--- src/rtl/sfix_to_fp_pipelined_converter.sv ---
// Signed fixed-point to binary float converter: 3-stage valid/ready pipeline with
// round-to-nearest-even, overflow saturation or infinity, and flush-to-zero underflow.
module sfix_to_fp_pipelined_converter #(
  parameter int IN_WIDTH   = 22,
  parameter int IN_FRAC    = 12,
  parameter int EXP_WIDTH  = 5,
  parameter int FRAC_WIDTH = 10,
  parameter bit ROUND_EN   = 1'b1,
  parameter bit SAT_EN     = 1'b0
) (
  input  logic                          clk_i,
  input  logic                          rst_i,
  input  logic [IN_WIDTH-1:0]           sfix_i,
  input  logic                          valid_i,
  output logic                          ready_o,
  output logic [EXP_WIDTH+FRAC_WIDTH:0] fp_o,
  output logic [2:0]                    flags_o,
  output logic                          valid_o,
  input  logic                          ready_i
);
  localparam int STAGES  = 3;
  localparam int BIAS    = 2**(EXP_WIDTH-1) - 1;
  localparam int EXP_MAX = 2**EXP_WIDTH - 1;
  localparam int PW      = $clog2(IN_WIDTH);
  localparam int NW      = IN_WIDTH + FRAC_WIDTH + 1;
  localparam int FPW     = 1 + EXP_WIDTH + FRAC_WIDTH;

  logic                  adv;
  logic [STAGES:1]       vld_pipe_d, vld_pipe_q;
  logic                  s1_sign_d, s1_sign_q;
  logic [IN_WIDTH-1:0]   s1_mag_d, s1_mag_q;
  logic [PW-1:0]         lead;
  logic [NW-1:0]         norm;
  logic                  s2_sign_d, s2_sign_q, s2_zero_d, s2_zero_q;
  logic                  s2_guard_d, s2_guard_q, s2_sticky_d, s2_sticky_q;
  logic [FRAC_WIDTH-1:0] s2_mant_d, s2_mant_q;
  logic signed [31:0]    s2_exp_d, s2_exp_q;
  logic                  inc;
  logic [FRAC_WIDTH:0]   mant_r;
  logic signed [31:0]    exp_r;
  logic [FPW-1:0]        fp_d, fp_q;
  logic [2:0]            flags_d, flags_q;

  assign adv     = !vld_pipe_q[STAGES] || ready_i;
  assign ready_o = adv;
  assign valid_o = vld_pipe_q[STAGES];
  assign fp_o    = fp_q;
  assign flags_o = flags_q;

  // S1: sign/magnitude; the most-negative input maps to 2**(IN_WIDTH-1), still fits
  always_comb begin
    vld_pipe_d = vld_pipe_q;
    s1_sign_d  = s1_sign_q;
    s1_mag_d   = s1_mag_q;
    if (adv) begin
      vld_pipe_d = {vld_pipe_q[STAGES-1:1], valid_i};
      s1_sign_d  = sfix_i[IN_WIDTH-1];
      s1_mag_d   = sfix_i[IN_WIDTH-1] ? -sfix_i : sfix_i;
    end
  end

  // S2: left-justify so the leading one sits in the MSB; zero padding below
  // makes guard/sticky vanish naturally when few bits exist under the leading one
  always_comb begin
    lead = '0;
    for (int i = 0; i < IN_WIDTH; i++)
      if (s1_mag_q[i]) lead = PW'(i);
    norm = {s1_mag_q, {(FRAC_WIDTH+1){1'b0}}} << (PW'(IN_WIDTH-1) - lead);
    s2_sign_d   = s2_sign_q;
    s2_zero_d   = s2_zero_q;
    s2_mant_d   = s2_mant_q;
    s2_guard_d  = s2_guard_q;
    s2_sticky_d = s2_sticky_q;
    s2_exp_d    = s2_exp_q;
    if (adv) begin
      s2_sign_d   = s1_sign_q;
      s2_zero_d   = !norm[NW-1];
      s2_mant_d   = norm[NW-2 -: FRAC_WIDTH];
      s2_guard_d  = norm[NW-2-FRAC_WIDTH];
      s2_sticky_d = |norm[NW-3-FRAC_WIDTH:0];
      s2_exp_d    = 32'(lead) + 32'(BIAS - IN_FRAC);
    end
  end

  // S3: round, then range-check the post-round exponent
  always_comb begin
    inc     = ROUND_EN && s2_guard_q && (s2_sticky_q || s2_mant_q[0]);
    mant_r  = {1'b0, s2_mant_q} + {{FRAC_WIDTH{1'b0}}, inc};
    exp_r   = s2_exp_q + 32'(mant_r[FRAC_WIDTH]);
    fp_d    = fp_q;
    flags_d = flags_q;
    if (adv) begin
      fp_d    = {s2_sign_q, exp_r[EXP_WIDTH-1:0], mant_r[FRAC_WIDTH-1:0]};
      flags_d = {2'b00, s2_guard_q || s2_sticky_q};
      if (s2_zero_q) begin
        fp_d    = '0;
        flags_d = '0;
      end else if (exp_r >= EXP_MAX) begin
        fp_d = SAT_EN ? {s2_sign_q, EXP_WIDTH'(EXP_MAX-1), {FRAC_WIDTH{1'b1}}}
                      : {s2_sign_q, EXP_WIDTH'(EXP_MAX), {FRAC_WIDTH{1'b0}}};
        flags_d = 3'b101;
      end else if (exp_r <= 0) begin
        fp_d    = {s2_sign_q, {(FPW-1){1'b0}}};
        flags_d = 3'b011;
      end
    end
  end

  always_ff @(posedge clk_i) begin
    if (rst_i) begin
      vld_pipe_q <= '0;
      fp_q       <= '0;
      flags_q    <= '0;
    end else begin
      vld_pipe_q <= vld_pipe_d;
      fp_q       <= fp_d;
      flags_q    <= flags_d;
    end
  end

  always_ff @(posedge clk_i) begin
    s1_sign_q   <= s1_sign_d;
    s1_mag_q    <= s1_mag_d;
    s2_sign_q   <= s2_sign_d;
    s2_zero_q   <= s2_zero_d;
    s2_mant_q   <= s2_mant_d;
    s2_guard_q  <= s2_guard_d;
    s2_sticky_q <= s2_sticky_d;
    s2_exp_q    <= s2_exp_d;
  end
endmodule

--- config.mk ---
export PLATFORM = sky130hd
export DESIGN_NAME = sfix_to_fp_pipelined_converter
export DESIGN_NICKNAME = d
export VERILOG_FILES = /design/src/rtl/sfix_to_fp_pipelined_converter.sv
export SDC_FILE = /design/constraint.sdc
export NUM_CORES = 1
export LEC_CHECK = 0
export ABC_CLOCK_PERIOD_IN_PS = 7700
export CAP_MARGIN = 15
export CORE_MARGIN = 1
export CORE_UTILIZATION = 25
export CTS_CLUSTER_DIAMETER = 100
export DETAILED_ROUTE_END_ITERATION = 10
export PLACE_DENSITY = 0.46
export SYNTH_ARGS = -nofsm -noshare
export SYNTH_HDL_FRONTEND = slang
export SYNTH_SLANG_ARGS = --single-unit
export TNS_END_PERCENT = 100
--- constraint.sdc ---
create_clock -name clk_i -period 7.7 [get_ports clk_i]
set_clock_uncertainty 0.05 [all_clocks]
set_input_delay 1.155 -clock clk_i [delete_from_list [all_inputs] [get_ports clk_i]]
set_output_delay 1.155 -clock clk_i [all_outputs]
set_load 0.01 [all_outputs]
Yosys cells after proc, flatten, opt, wreduce, memory -nomap -nowiden. Cells that the tools add are included.

Bits in read-only memories: 0. RAM bits: 0. Register bits: 91. Input port bits: 26. Memories: 0. Bits in latches: 0. Word-level logic and storage cells: 55.

Add/subtract/negate cells: 5. Divide/modulo/power cells: 0. Order comparisons: 2. Bitwise logic cells: 0. Reduce and logical (&&, ||, !) cells: 7. Shifts and indexed selects: 1. Equality and inequality tests: 0. Multipliers: 0. Multiplexer cells: 28.

Operator list (count): $mux 5 (20); $shl 33x5->33 (1); $add 32x1->32 (1); $ge 32x6->1 const B (1); $le 32x1->1 const B (1); $mux 15 (2); $neg 22->22 (1); $mux 21 (1); $reduce_or 21->1 (1); $mux 16 (1); $add 10x1->11 (1); $add 5x2->6 const B (1); $mux 3 (2); $sub 5x5->5 const A (1); $logic_or 1x1->1 (3); $logic_not 1->1 (2); $mux 2 (1); $logic_and 1x1->1 (1); $mux 1 (1).

Depth between registers and ports, before layout.
Depth after elaboration: 24. Depth in mapped cells: 16. Mapped depth without buffers: 16.

Worst setup path before layout. OpenSTA, ideal clock, no wires.

Kind: register to register. From: register s1_mag_q[5]. To: register s2_mant_q[7], data pin. Stages on the path, launching flop included: 14. Buffers on the path: 3. Setup slack: 4.068 ns. Arrival: 3.430 ns. Path through: edfxtp_1 -> o311ai_1 -> a31oi_1 -> nor2_1 -> buf_1 -> clkbuf_1 -> ha_1 -> buf_1 -> inv_1 -> xnor2_4 -> nand2_1 -> and3_1 -> a211o_1 -> a31oi_1.

Longest elaborated chain between the ends: 19.

Ends and longest elaborated chain: start, declared (line 31) `logic [IN_WIDTH-1:0] s1_mag_d, s1_mag_q;`; start signal, assigned (line 123) `s1_mag_q <= s1_mag_d;`; $mux 5 (17 in a row) (line 67) `if (s1_mag_q[i]) lead = PW'(i);`; $sub 5x5->5 (line 68) `norm = {s1_mag_q, {(FRAC_WIDTH+1){1'b0}}} << (PW'(IN_WIDTH-1) - lead);`; $shl 33x5->33 * (line 68); via norm[29] (line 33) `logic [NW-1:0] norm;`; end signal, assigned (line 126) `s2_mant_q <= s2_mant_d;`; end, declared (line 36) `logic [FRAC_WIDTH-1:0] s2_mant_d, s2_mant_q;`.

The timed path passes the listed nets; every way through them passes the cells marked *. A chain may end at the register's enable or synchronous reset.

Worst setup path after layout.
From: input ready_i. To: output ready_o.

Longest elaborated chain between the ends: 1.

Ends and longest elaborated chain: start, declared (line 19) `input logic ready_i`; $logic_or 1x1->1 (line 44) `assign adv = !vld_pipe_q[STAGES] || ready_i;`; end, declared (line 15) `output logic ready_o,`.

No other way between the ends.

==> flow_metrics.tcl <==
set metrics [dict create \
    status "finished, final reports clean" \
    synth_area_sq_mm 0.004338 \
    ys_ff_latch 65 \
    power_per_cell_area_mw_per_mm2 265.0 \
    io_buffers 46 \
    grt_setup_unrepaired "no" \
    worst_hold_path_type "register to register" \
    globalplace.congestion 0.8350 \
    clk_pin_slew_ns 0.05 \
    insertion_delay_ns 0.33 \
    ys_warn_count 0 \
    drv_cap 0 \
    cp_top_family "buffers and inverters" \
    hold_buffers 0 \
    cp_data_arrival_time_ns 3.09 \
    die_area_sq_mm 0.01788 \
    netSwitchingFraction_pct 32.75 \
    start_util_pct 25.88 \
    crit_fanout 47 \
    synthDistinctLibCells 66 \
    antenna_cells 0 \
    setup_violations 0 \
    synth_top_family_by_area "compound AO/OA/AOI/OAI gates" \
    fmaxAchievable_mhz 232.9 \
    p_sw_uw 459.4 \
    clockBufferDepth 2 \
    drt_iter0_markers 204 \
    startpoint_type "input port" \
    crit_path_top_delay_cell "clkdlybuf4s50_1" \
    htreeDepth 3 \
    coreArea_sq_mm 0.01676 \
    dp_hpwl_mm 8.047 \
    boundaryPins 47 \
    synthAdderAreaFrac_pct 2.307 \
    path_cells "clkdlybuf4s50_1 > nor2b_2 > buf_4 > clkinv_1 > buf_4 > clkdlybuf4s50_1" \
    postCtsSetupBuffers 0 \
    grt_use_total_pct 12.28 \
    crit_buf_inv 5 \
    ir_worst_vdd_mv 0.1190 \
    setup_tns_ns 0 \
    min_period_ns 4.293 \
    grt_pass1_wl_mm 17.46 \
    hold_viol_final 0 \
    vias 3555 \
    async_flop_share_pct 0 \
    synth_mux_area_share_pct 10.07 \
    synth-compound-area-share_pct 18.08 \
    cts_buffers 9 \
    synth_area_per_cell_sq_um 9.814 \
    critical_path_required_ns 6.49 \
    synthToLayoutAreaGrowth_pct 22.04 \
    period_share_pct 55.76 \
    cp-end-kind "output pin" \
    synth_edf_count 43 \
    die_h_microns 133.7 \
    setup_slack_ns 3.407 \
    grt_max_degree 48 \
    cts_root_buf "clkbuf_16" \
    vias_per_cell 5.035 \
    intPower_uw 943.3 \
    grt_pass1_vias 3400 \
    p_comb_share_pct 33.8 \
    pwr-share-clk_pct 28.5 \
    yosysSeqAreaShare_pct 39.92 \
    synth_fp_nets 476 \
    slew_violations 0 \
    tightestPinTransition_ns 1.096 \
    die_x_microns 133.7 \
    maxSlewHeadroom_pct 25.77 \
    leakagePower_nw 1.916 \
    ys.flop_type "edfxtp_1" \
    synth_xor_area_share_pct 7.730 \
    rows 47 \
    r2r_slack_ns 3.59 \
    path_class "input port to output pin" \
    max_stage_delay_ns 0.65 \
    detail_route.wl_per_cell_microns 15.06 \
    post_cts_resized 0 \
    drtPass1Iterations 5 \
    seq_power_share_pct 37.7 \
    synthCells 442 \
    drive_above_1_share_pct 8.642 \
    cts_tree "built" \
    place_worst_setup_slack_ns 3.396 \
    antenna_found_initial 0 \
    gr-total-overflow 0 \
    antenna_left 0 \
    synth-simple-area-share_pct 17.83 \
    fin_nets 515 \
    drc_errors 0 \
    wirelength_mm 10.63 \
    cts_sinks 65 \
]
cell usage in the layout (no fill, tap or decap), types with 5 or more instances in the layout:
master | netlist | final
and3_1 | 7 | 7
nand3_1 | 12 | 12
a21oi_1 | 23 | 23
ha_1 | 8 | 8
o41ai_1 | 6 | 6
nor4_1 | 6 | 6
o21ai_0 | 19 | 19
dfxtp_1 | 22 | 22
mux2i_1 | 17 | 17
inv_1 | 15 | 14
nand2b_1 | 6 | 6
mux4_2 | 10 | 10
clkbuf_16 | 0 | 11
xnor2_1 | 25 | 25
a31oi_1 | 7 | 7
xor2_1 | 7 | 7
o31ai_1 | 9 | 9
clkdlybuf4s50_1 | 0 | 46
nor2b_1 | 6 | 5
nor3_1 | 9 | 9
a22oi_1 | 16 | 16
nor2_1 | 40 | 40
edfxtp_1 | 43 | 43
nand2_1 | 42 | 42
power by group through the flow:
stage	Clock [mW]	Combinational, mW	Sequential, mW
floorplan	0	0.337	0.522
global route	0.430	0.522	0.542
finish	0.400	0.473	0.529
CTS	0.413	0.476	0.530
global placement	0	0.471	0.534
detailed placement	0	0.472	0.537
sequential cells by signal (all words and copies together), names as in the netlist, 3 cells and up:
name and count:
fp_o 16, s2_exp_q 6, flags_o 3, s2_mant_q 10, vld_pipe_q 3, s1_mag_q 22
worst register-to-register path: stages (launching register included):
cell,delay [ns]
edfxtp_1,0.50
nor4_1,0.45
o21ai_1,0.14
a311oi_1,0.50
inv_1,0.16
ha_1,0.78
inv_1,0.40
mux4_2,0.42
a2bb2oi_1,0.22
nand2_1,0.07
and3_1,0.18
per-stage QoR:
stage | hold WS [ns] | instance area [sq um] | std cells | util, % | power (mW)
5_1_grt | 0.4210 | 5294 | 706 | 31.59 | 1.494
6_report | 0.3988 | 5294 | 706 | 31.59 | 1.403
3_5_place_dp | 0.3976 | 4991 | 690 | 29.78 | 1.009
4_1_cts | 0.4051 | 5294 | 706 | 31.59 | 1.420
3_3_place_gp | 0.3918 | 4991 | 690 | 29.78 | 1.005
2_1_floorplan | 0.3503 | 4338 | 442 | - | 0.8584
cell families after synthesis:
| logic type | count (synthesis) |
|---|---|
| DFF | 65 |
| other | 1 |
| buffers and inverters | 37 |
| xor gates and xnor gates | 34 |
| AOI/OAI and AO/OA | 114 |
| and+or+nand+nor | 153 |
| muxes | 30 |
| adders and majority gates | 8 |
final timing paths:
path         cells past startpoint            to         start
max reg2reg                     10  s2_mant_q[2]  s1_mag_q[15]
max                              6       ready_o       ready_i
min reg2reg                      2    flags_o[0]    flags_o[0]
min                              2    flags_o[0]    flags_o[0]
metal layers:
metal / vias to the layer above / GRT usage, % / wire length, microns
met3: 18 / 2.892 / 581
met5: - / 0 / 0
met4: 0 / 4.040 / 206
met2: 117 / 20.09 / 4986
li1: 1759 / - / -
met1: 1661 / 15.82 / 4855
synthesized netlist by cell type (all sizes together) (8+ instances only):
library cell / n / share of area, %
mux2i: 17 / 3.9
edfxtp: 43 / 30
buf: 9 / 1.4
nand3: 12 / 1.4
a22oi: 16 / 2.8
dfxtp: 22 / 10
inv: 16 / 1.5
xnor2: 27 / 6.3
mux4: 10 / 5.2
o21ai: 21 / 2.4
nand2: 43 / 3.9
o31ai: 9 / 1.6
clkbuf: 12 / 1.0
nor2: 41 / 3.7
nor3: 11 / 1.5
a21oi: 23 / 2.7
ha: 8 / 2.3
cell type report:
cell class	instances	area [sq um]
Tap cell	220	275.3
Clock buffer	13	282.8
Multi-Input combinational cell	340	2436
Clock inverter	3	20.02
Sequential cell	65	1732
Fill cell	1704	11470
Timing Repair Buffer	49	483.0
Inverter	16	65.06
No activity file was read; power rests on OpenSTA's default activity.
